$ cat config.mk
export PLATFORM = sky130hd
export DESIGN_NAME = data_cache_ctrl
export DESIGN_NICKNAME = d
export VERILOG_FILES = /design/src/rtl/dcache_pkg.sv /design/src/rtl/wrap_counter.sv /design/src/rtl/data_cache_ctrl.sv
export SDC_FILE = /design/constraint.sdc
export NUM_CORES = 1
export LEC_CHECK = 0
export BUFFER_PORTS_ARGS = -buffer_cell sky130_fd_sc_hd__buf_2
export CAP_MARGIN = 20
export CORE_ASPECT_RATIO = 0.75
export CORE_MARGIN = 10
export CORE_UTILIZATION = 46
export DETAILED_ROUTE_END_ITERATION = 8
export PLACE_DENSITY = 0.87
export SLEW_MARGIN = 0
export SYNTH_ARGS = -nofsm -noshare
export SYNTH_HDL_FRONTEND = slang
export SYNTH_SLANG_ARGS = --single-unit
export TNS_END_PERCENT = 10
$ cat constraint.sdc
create_clock -name clk -period 2.7 [get_ports clk]
set_clock_uncertainty 0.2 [all_clocks]
set_input_delay 0.54 -clock clk [delete_from_list [all_inputs] [get_ports clk]]
set_output_delay 0.54 -clock clk [all_outputs]
set_load 0.02 [all_outputs]
$ cat src/rtl/dcache_pkg.sv
// rtl/dcache_pkg.sv - shared types, default widths and address helpers for the data cache controller
package dcache_pkg;

    localparam int DEF_ADDRESS_WIDTH = 32;
    localparam int DEF_DATA_WIDTH    = 32;
    localparam int DEF_SET_WIDTH     = 3;
    localparam int DEF_TAG_WIDTH     = DEF_ADDRESS_WIDTH - DEF_SET_WIDTH - 2;
    localparam int DEF_CNT_WIDTH     = 16;

    typedef enum logic [2:0] {
        ST_INIT   = 3'd0,
        ST_IDLE   = 3'd1,
        ST_LOOKUP = 3'd2,
        ST_MEM_RD = 3'd3,
        ST_MEM_WR = 3'd4,
        ST_DONE   = 3'd5
    } state_t;

    function automatic logic [DEF_SET_WIDTH-1:0] get_set(input logic [DEF_ADDRESS_WIDTH-1:0] addr);
        return addr[DEF_SET_WIDTH+1:2];
    endfunction

    function automatic logic [DEF_TAG_WIDTH-1:0] get_tag(input logic [DEF_ADDRESS_WIDTH-1:0] addr);
        return addr[DEF_ADDRESS_WIDTH-1:DEF_SET_WIDTH+2];
    endfunction

endpackage

$ cat src/rtl/wrap_counter.sv
// rtl/wrap_counter.sv - enable-gated event counter that wraps to zero
module wrap_counter #(
    parameter int WIDTH = 16
) (
    input  logic             clk,
    input  logic             rst_n,
    input  logic             en,
    output logic [WIDTH-1:0] count
);

    always_ff @(posedge clk or negedge rst_n) begin
        if (!rst_n) begin
            count <= '0;
        end else if (en) begin
            count <= count + WIDTH'(1);
        end
    end

endmodule

$ cat src/rtl/data_cache_ctrl.sv
// rtl/data_cache_ctrl.sv - direct-mapped, write-through, no-write-allocate data cache controller
import dcache_pkg::*;

module data_cache_ctrl #(
    parameter int ADDRESS_WIDTH = DEF_ADDRESS_WIDTH,
    parameter int DATA_WIDTH    = DEF_DATA_WIDTH,
    parameter int SET_WIDTH     = DEF_SET_WIDTH,
    parameter int TAG_WIDTH     = DEF_TAG_WIDTH,
    parameter int CNT_WIDTH     = DEF_CNT_WIDTH
) (
    input  logic                     clk,
    input  logic                     rst_n,
    input  logic                     cpu_req,
    input  logic                     cpu_we,
    input  logic [ADDRESS_WIDTH-1:0] cpu_addr,
    input  logic [DATA_WIDTH-1:0]    cpu_wdata,
    output logic                     cpu_ready,
    output logic                     cpu_done,
    output logic [DATA_WIDTH-1:0]    cpu_rdata,
    output logic [SET_WIDTH-1:0]     cache_set,
    output logic                     cache_we,
    output logic                     cache_wv,
    output logic [TAG_WIDTH-1:0]     cache_wtag,
    output logic [DATA_WIDTH-1:0]    cache_wdata,
    input  logic                     cache_v,
    input  logic [TAG_WIDTH-1:0]     cache_tag,
    input  logic [DATA_WIDTH-1:0]    cache_rdata,
    output logic                     mem_req,
    output logic                     mem_we,
    output logic [ADDRESS_WIDTH-1:0] mem_addr,
    output logic [DATA_WIDTH-1:0]    mem_wdata,
    input  logic                     mem_ack,
    input  logic [DATA_WIDTH-1:0]    mem_rdata,
    output logic [CNT_WIDTH-1:0]     hit_count,
    output logic [CNT_WIDTH-1:0]     miss_count
);

    state_t                   state;
    state_t                   state_nx;
    logic [SET_WIDTH-1:0]     init_idx;
    logic [ADDRESS_WIDTH-3:0] req_word;
    logic                     req_we;
    logic [DATA_WIDTH-1:0]    req_wdata;
    logic [SET_WIDTH-1:0]     req_set;
    logic [TAG_WIDTH-1:0]     req_tag;
    logic                     hit;
    logic                     hit_inc;
    logic                     miss_inc;

    assign req_set  = get_set({req_word, 2'b00});
    assign req_tag  = get_tag({req_word, 2'b00});
    assign hit      = cache_v && (cache_tag == req_tag);
    assign hit_inc  = (state == ST_LOOKUP) && hit;
    assign miss_inc = (state == ST_LOOKUP) && !hit;

    always_comb begin
        state_nx = state;
        case (state)
            ST_INIT:   if (init_idx == '1) state_nx = ST_IDLE;
            ST_IDLE:   if (cpu_req) state_nx = ST_LOOKUP;
            ST_LOOKUP: begin
                if (req_we)   state_nx = ST_MEM_WR;
                else if (hit) state_nx = ST_DONE;
                else          state_nx = ST_MEM_RD;
            end
            ST_MEM_RD: if (mem_ack) state_nx = ST_DONE;
            ST_MEM_WR: if (mem_ack) state_nx = ST_DONE;
            ST_DONE:   state_nx = ST_IDLE;
            default:   state_nx = ST_INIT;
        endcase
    end

    always_ff @(posedge clk or negedge rst_n) begin
        if (!rst_n) begin
            state     <= ST_INIT;
            init_idx  <= '0;
            req_word  <= '0;
            req_we    <= 1'b0;
            req_wdata <= '0;
            cpu_rdata <= '0;
        end else begin
            state <= state_nx;
            if (state == ST_INIT) begin
                init_idx <= init_idx + SET_WIDTH'(1);
            end
            if (state == ST_IDLE && cpu_req) begin
                req_word  <= cpu_addr[ADDRESS_WIDTH-1:2];
                req_we    <= cpu_we;
                req_wdata <= cpu_wdata;
            end
            if (state == ST_LOOKUP && !req_we && hit) begin
                cpu_rdata <= cache_rdata;
            end else if (state == ST_MEM_RD && mem_ack) begin
                cpu_rdata <= mem_rdata;
            end
        end
    end

    // The sweep write is qualified by rst_n so the array is left untouched while reset is held.
    always_comb begin
        cache_set   = req_set;
        cache_we    = 1'b0;
        cache_wv    = 1'b0;
        cache_wtag  = '0;
        cache_wdata = '0;
        case (state)
            ST_INIT: begin
                cache_set = init_idx;
                cache_we  = rst_n;
            end
            ST_IDLE: begin
                cache_set = get_set(cpu_addr);
            end
            ST_LOOKUP: begin
                if (req_we && hit) begin
                    cache_we    = 1'b1;
                    cache_wv    = 1'b1;
                    cache_wtag  = req_tag;
                    cache_wdata = req_wdata;
                end
            end
            ST_MEM_RD: begin
                if (mem_ack) begin
                    cache_we    = 1'b1;
                    cache_wv    = 1'b1;
                    cache_wtag  = req_tag;
                    cache_wdata = mem_rdata;
                end
            end
            default: begin
                cache_set = req_set;
            end
        endcase
    end

    assign cpu_ready = (state == ST_IDLE);
    assign cpu_done  = (state == ST_DONE);
    assign mem_req   = (state == ST_MEM_RD) || (state == ST_MEM_WR);
    assign mem_we    = (state == ST_MEM_WR);
    assign mem_addr  = mem_req ? {req_word, 2'b00} : '0;
    assign mem_wdata = mem_we ? req_wdata : '0;

    wrap_counter #(.WIDTH(CNT_WIDTH)) u_hit_counter (
        .clk   (clk),
        .rst_n (rst_n),
        .en    (hit_inc),
        .count (hit_count)
    );

    wrap_counter #(.WIDTH(CNT_WIDTH)) u_miss_counter (
        .clk   (clk),
        .rst_n (rst_n),
        .en    (miss_inc),
        .count (miss_count)
    );

endmodule

==> results_dict.tcl <==
set metrics [dict create \
    die_y_um 127 \
    antenna_found_initial 1 \
    drtIter0Drc 530 \
    slew_violations 0 \
    dp_slack_ns -0.460 \
    layout.nets 1165 \
    drc_errors 0 \
    dp_hpwl_um 18100 \
    setup_violations 63 \
    routabilityCongestion 0.819 \
    start_util_pct 47.6 \
    slew_headroom_pct 49.5 \
    wl_met1_um 9450 \
    cp-end-kind "output pin" \
    outcome "finished with violations" \
    rows 38 \
    wl_per_cell_um 21.1 \
    worstSetupPathType "register to output pin" \
    dieWidth_um 162 \
    grt_first_pass_wirelength_um 38600 \
    synth_edf_count 0 \
    postCtsHoldBufs 0 \
    path_max_fanout 16 \
    async_flop_share_pct 100 \
    peakVddDrop_v 0.000728 \
    p_per_area_mw_per_mm2 1090 \
    yosysSeqAreaShare_pct 47.5 \
    required_ns 1.96 \
    routed-wl-met3_um 2280 \
    numPortBuffers 352 \
    ys.flop_type "dfrtp_1" \
    cts_inserted_buffers 17 \
    final.setup.worst_slack_ns -0.537 \
    grt_max_degree 134 \
    worst_pin_slew_ns 0.757 \
    clk_pin_slew_ns 0.06 \
    cap_violations 0 \
    groute.usage.overall_pct 23.3 \
    grt_pass1_vias 6891 \
    grt-ovfl-total 0 \
    finalCritPeriodShare_pct 120 \
    drtAntennaViolNets 0 \
    start_kind "register" \
    hold_viol_final 0 \
    h-tree-depth 4 \
    dieArea_mm2 0.0206 \
    vias_per_cell 5.37 \
    arrival_ns 2.50 \
    netlist_instances 637 \
    insertion_delay_ns 0.41 \
    drt-pass1-iter-count 5 \
    wl_met2_um 13200 \
    period_needed_ns 3.24 \
    power_leakage_nw 5.09 \
    cts_tree "built" \
    yosysWarnings 0 \
    ys_ff_latch 133 \
    dpl.cell_count 1176 \
    syn_area_mm2 0.00700 \
    yosysUniqueCellTypes 43 \
    clockBufferDepth 2 \
    top_level_ports 357 \
    fmax_mhz 309 \
    avgSynthCellArea_um2 11.0 \
    drive_gt1_share_pct 51.6 \
    final_cells 1214 \
    holdWs_ns 0.0268 \
    core_mm2 0.0147 \
    hp-class "input pin to async pin" \
    root_buffer "clkbuf_16" \
    drt_wl_total_um 25600 \
    via_count 6522 \
    rsz0062_at_grt "yes" \
    cts_sinks 133 \
    routed.top_layer "met4" \
    area_growth_pct 48.4 \
    violations "negative setup slack" \
]
layout make-up:
cell class | count | area [µm²]
flip-flops and latches | 133 | 3330
repair buffers | 387 | 2660
fillers | 1024 | 4310
clock buffers | 18 | 429
inverters | 3 | 13.8
multi-input cells | 458 | 3550
clock inverters | 14 | 151
diodes | 1 | 2.50
well taps | 200 | 250
kinds of logic (layout without fill, tap and decap cells):
group / count (synthesis) / in the layout / synth area share (%)
mux: 102 / 102 / 15.8
xor+xnor: 58 / 58 / 7.26
simple gates: 213 / 213 / 17.6
other cells: 1 / 3 / 0.0536
buf+inv: 47 / 422 / 3.36
flops: 133 / 133 / 47.5
compound gates: 79 / 79 / 7.65
fa+ha+maj: 4 / 4 / 0.715
worst max-delay path, stage by stage, from the launching register on:
cell and delay, ns:
dfrtp_1 0.44, xnor2_2 0.16, nand4_1 0.14, nor4_2 0.37, and3_1 0.24, and3_4 0.25
buf_12 0.17, a22o_1 0.19, buf_6 0.13
through the flow:
step                TNS [ns]  power, W  util, %  area, µm²
floorplan             -0.272   0.00658        -       7000
global placement      -20.49   0.00828     62.2       9130
detailed placement    -23.36   0.00848     62.2       9130
CTS                   -30.98    0.0111     69.2      10200
global route          -38.61    0.0120     70.7      10400
finish                -30.60    0.0114     70.7      10400
registers in the layout, summed over array words and instances (netlist names):
| name | flops |
|---|---|
| cpu_rdata | 32 |
| init_idx | 3 |
| req_wdata | 32 |
| req_word | 30 |
| u_miss_counter.count | 16 |
| state | 3 |
| req_we | 1 |
| u_hit_counter.count | 16 |
cell usage in the layout, fill, tap and decap left out, drive strengths merged, types with 4 or more instances in the layout:
master  instances
a21oi          38
inv             7
a22o           32
dfrtp         133
mux2i          35
ha              4
buf           385
nand2           9
clkbuf         20
and4            4
mux2           67
and2           96
nand4          20
clkinv          6
nand3           4
and3           12
xnor2          37
nor3            6
nor4            8
xor2           21
nor2           44
cell usage after synthesis (all sizes together), types with 2 or more instances:
cell | instances | area (µm²)
nand2b | 2 | 15.0
xnor2 | 37 | 324
clkbuf | 10 | 37.5
buf | 34 | 186
and3 | 12 | 75.1
and4 | 4 | 35.0
mux2 | 67 | 754
mux2i | 35 | 350
and2 | 96 | 601
xor2 | 21 | 184
nor4b | 2 | 17.5
nor4 | 8 | 56.3
o22a | 2 | 17.5
a21o | 2 | 15.0
inv | 3 | 11.3
nand3 | 4 | 20.0
dfrtp | 133 | 3330
ha | 4 | 50.1
nand4 | 20 | 131
nor2 | 44 | 173
nand2 | 9 | 33.8
a22o | 32 | 280
a21oi | 38 | 190
nor3 | 6 | 30.0
power breakdown:
group	internal, W	switching, W
clock	0.00137	0.000905
sequential	0.00284	0.000778
combinational	0.00259	0.00287
total	0.00680	0.00455
routing by layer:
metal | global-route usage [%] | vias to the layer above
li1 | - | 2956
met1 | 26.0 | 3213
met2 | 40.3 | 304
met3 | 8.53 | 49
met4 | 7.96 | 0
met5 | 0 | -
worst paths after layout:
check	startpoint	endpoint	slack (ns)	cells after the start
hold / removal	rst_n	u_hit_counter.count[5]	0.03	2
hold reg to reg	u_miss_counter.count[9]	u_miss_counter.count[9]	0.28	1
setup / recovery	req_word[8]	cache_wdata[4]	-0.54	8
min in group clk	cpu_addr[31]	req_word[29]	0.16	2
setup reg to reg	req_word[8]	u_miss_counter.count[1]	0.23	8
max in group asynchronous	rst_n	req_wdata[27]	1.67	2
what timing repair did:
action | CTS | global route
pin swaps | 7 | 22
hold endpoints to repair | 0 | 0
setup endpoints to repair | 97 | 124
resized for setup | 136 | 58
gates cloned | 1 | 2
buffers inserted | 1 | 1
Note: power is estimated with default switching activity, not from simulation.
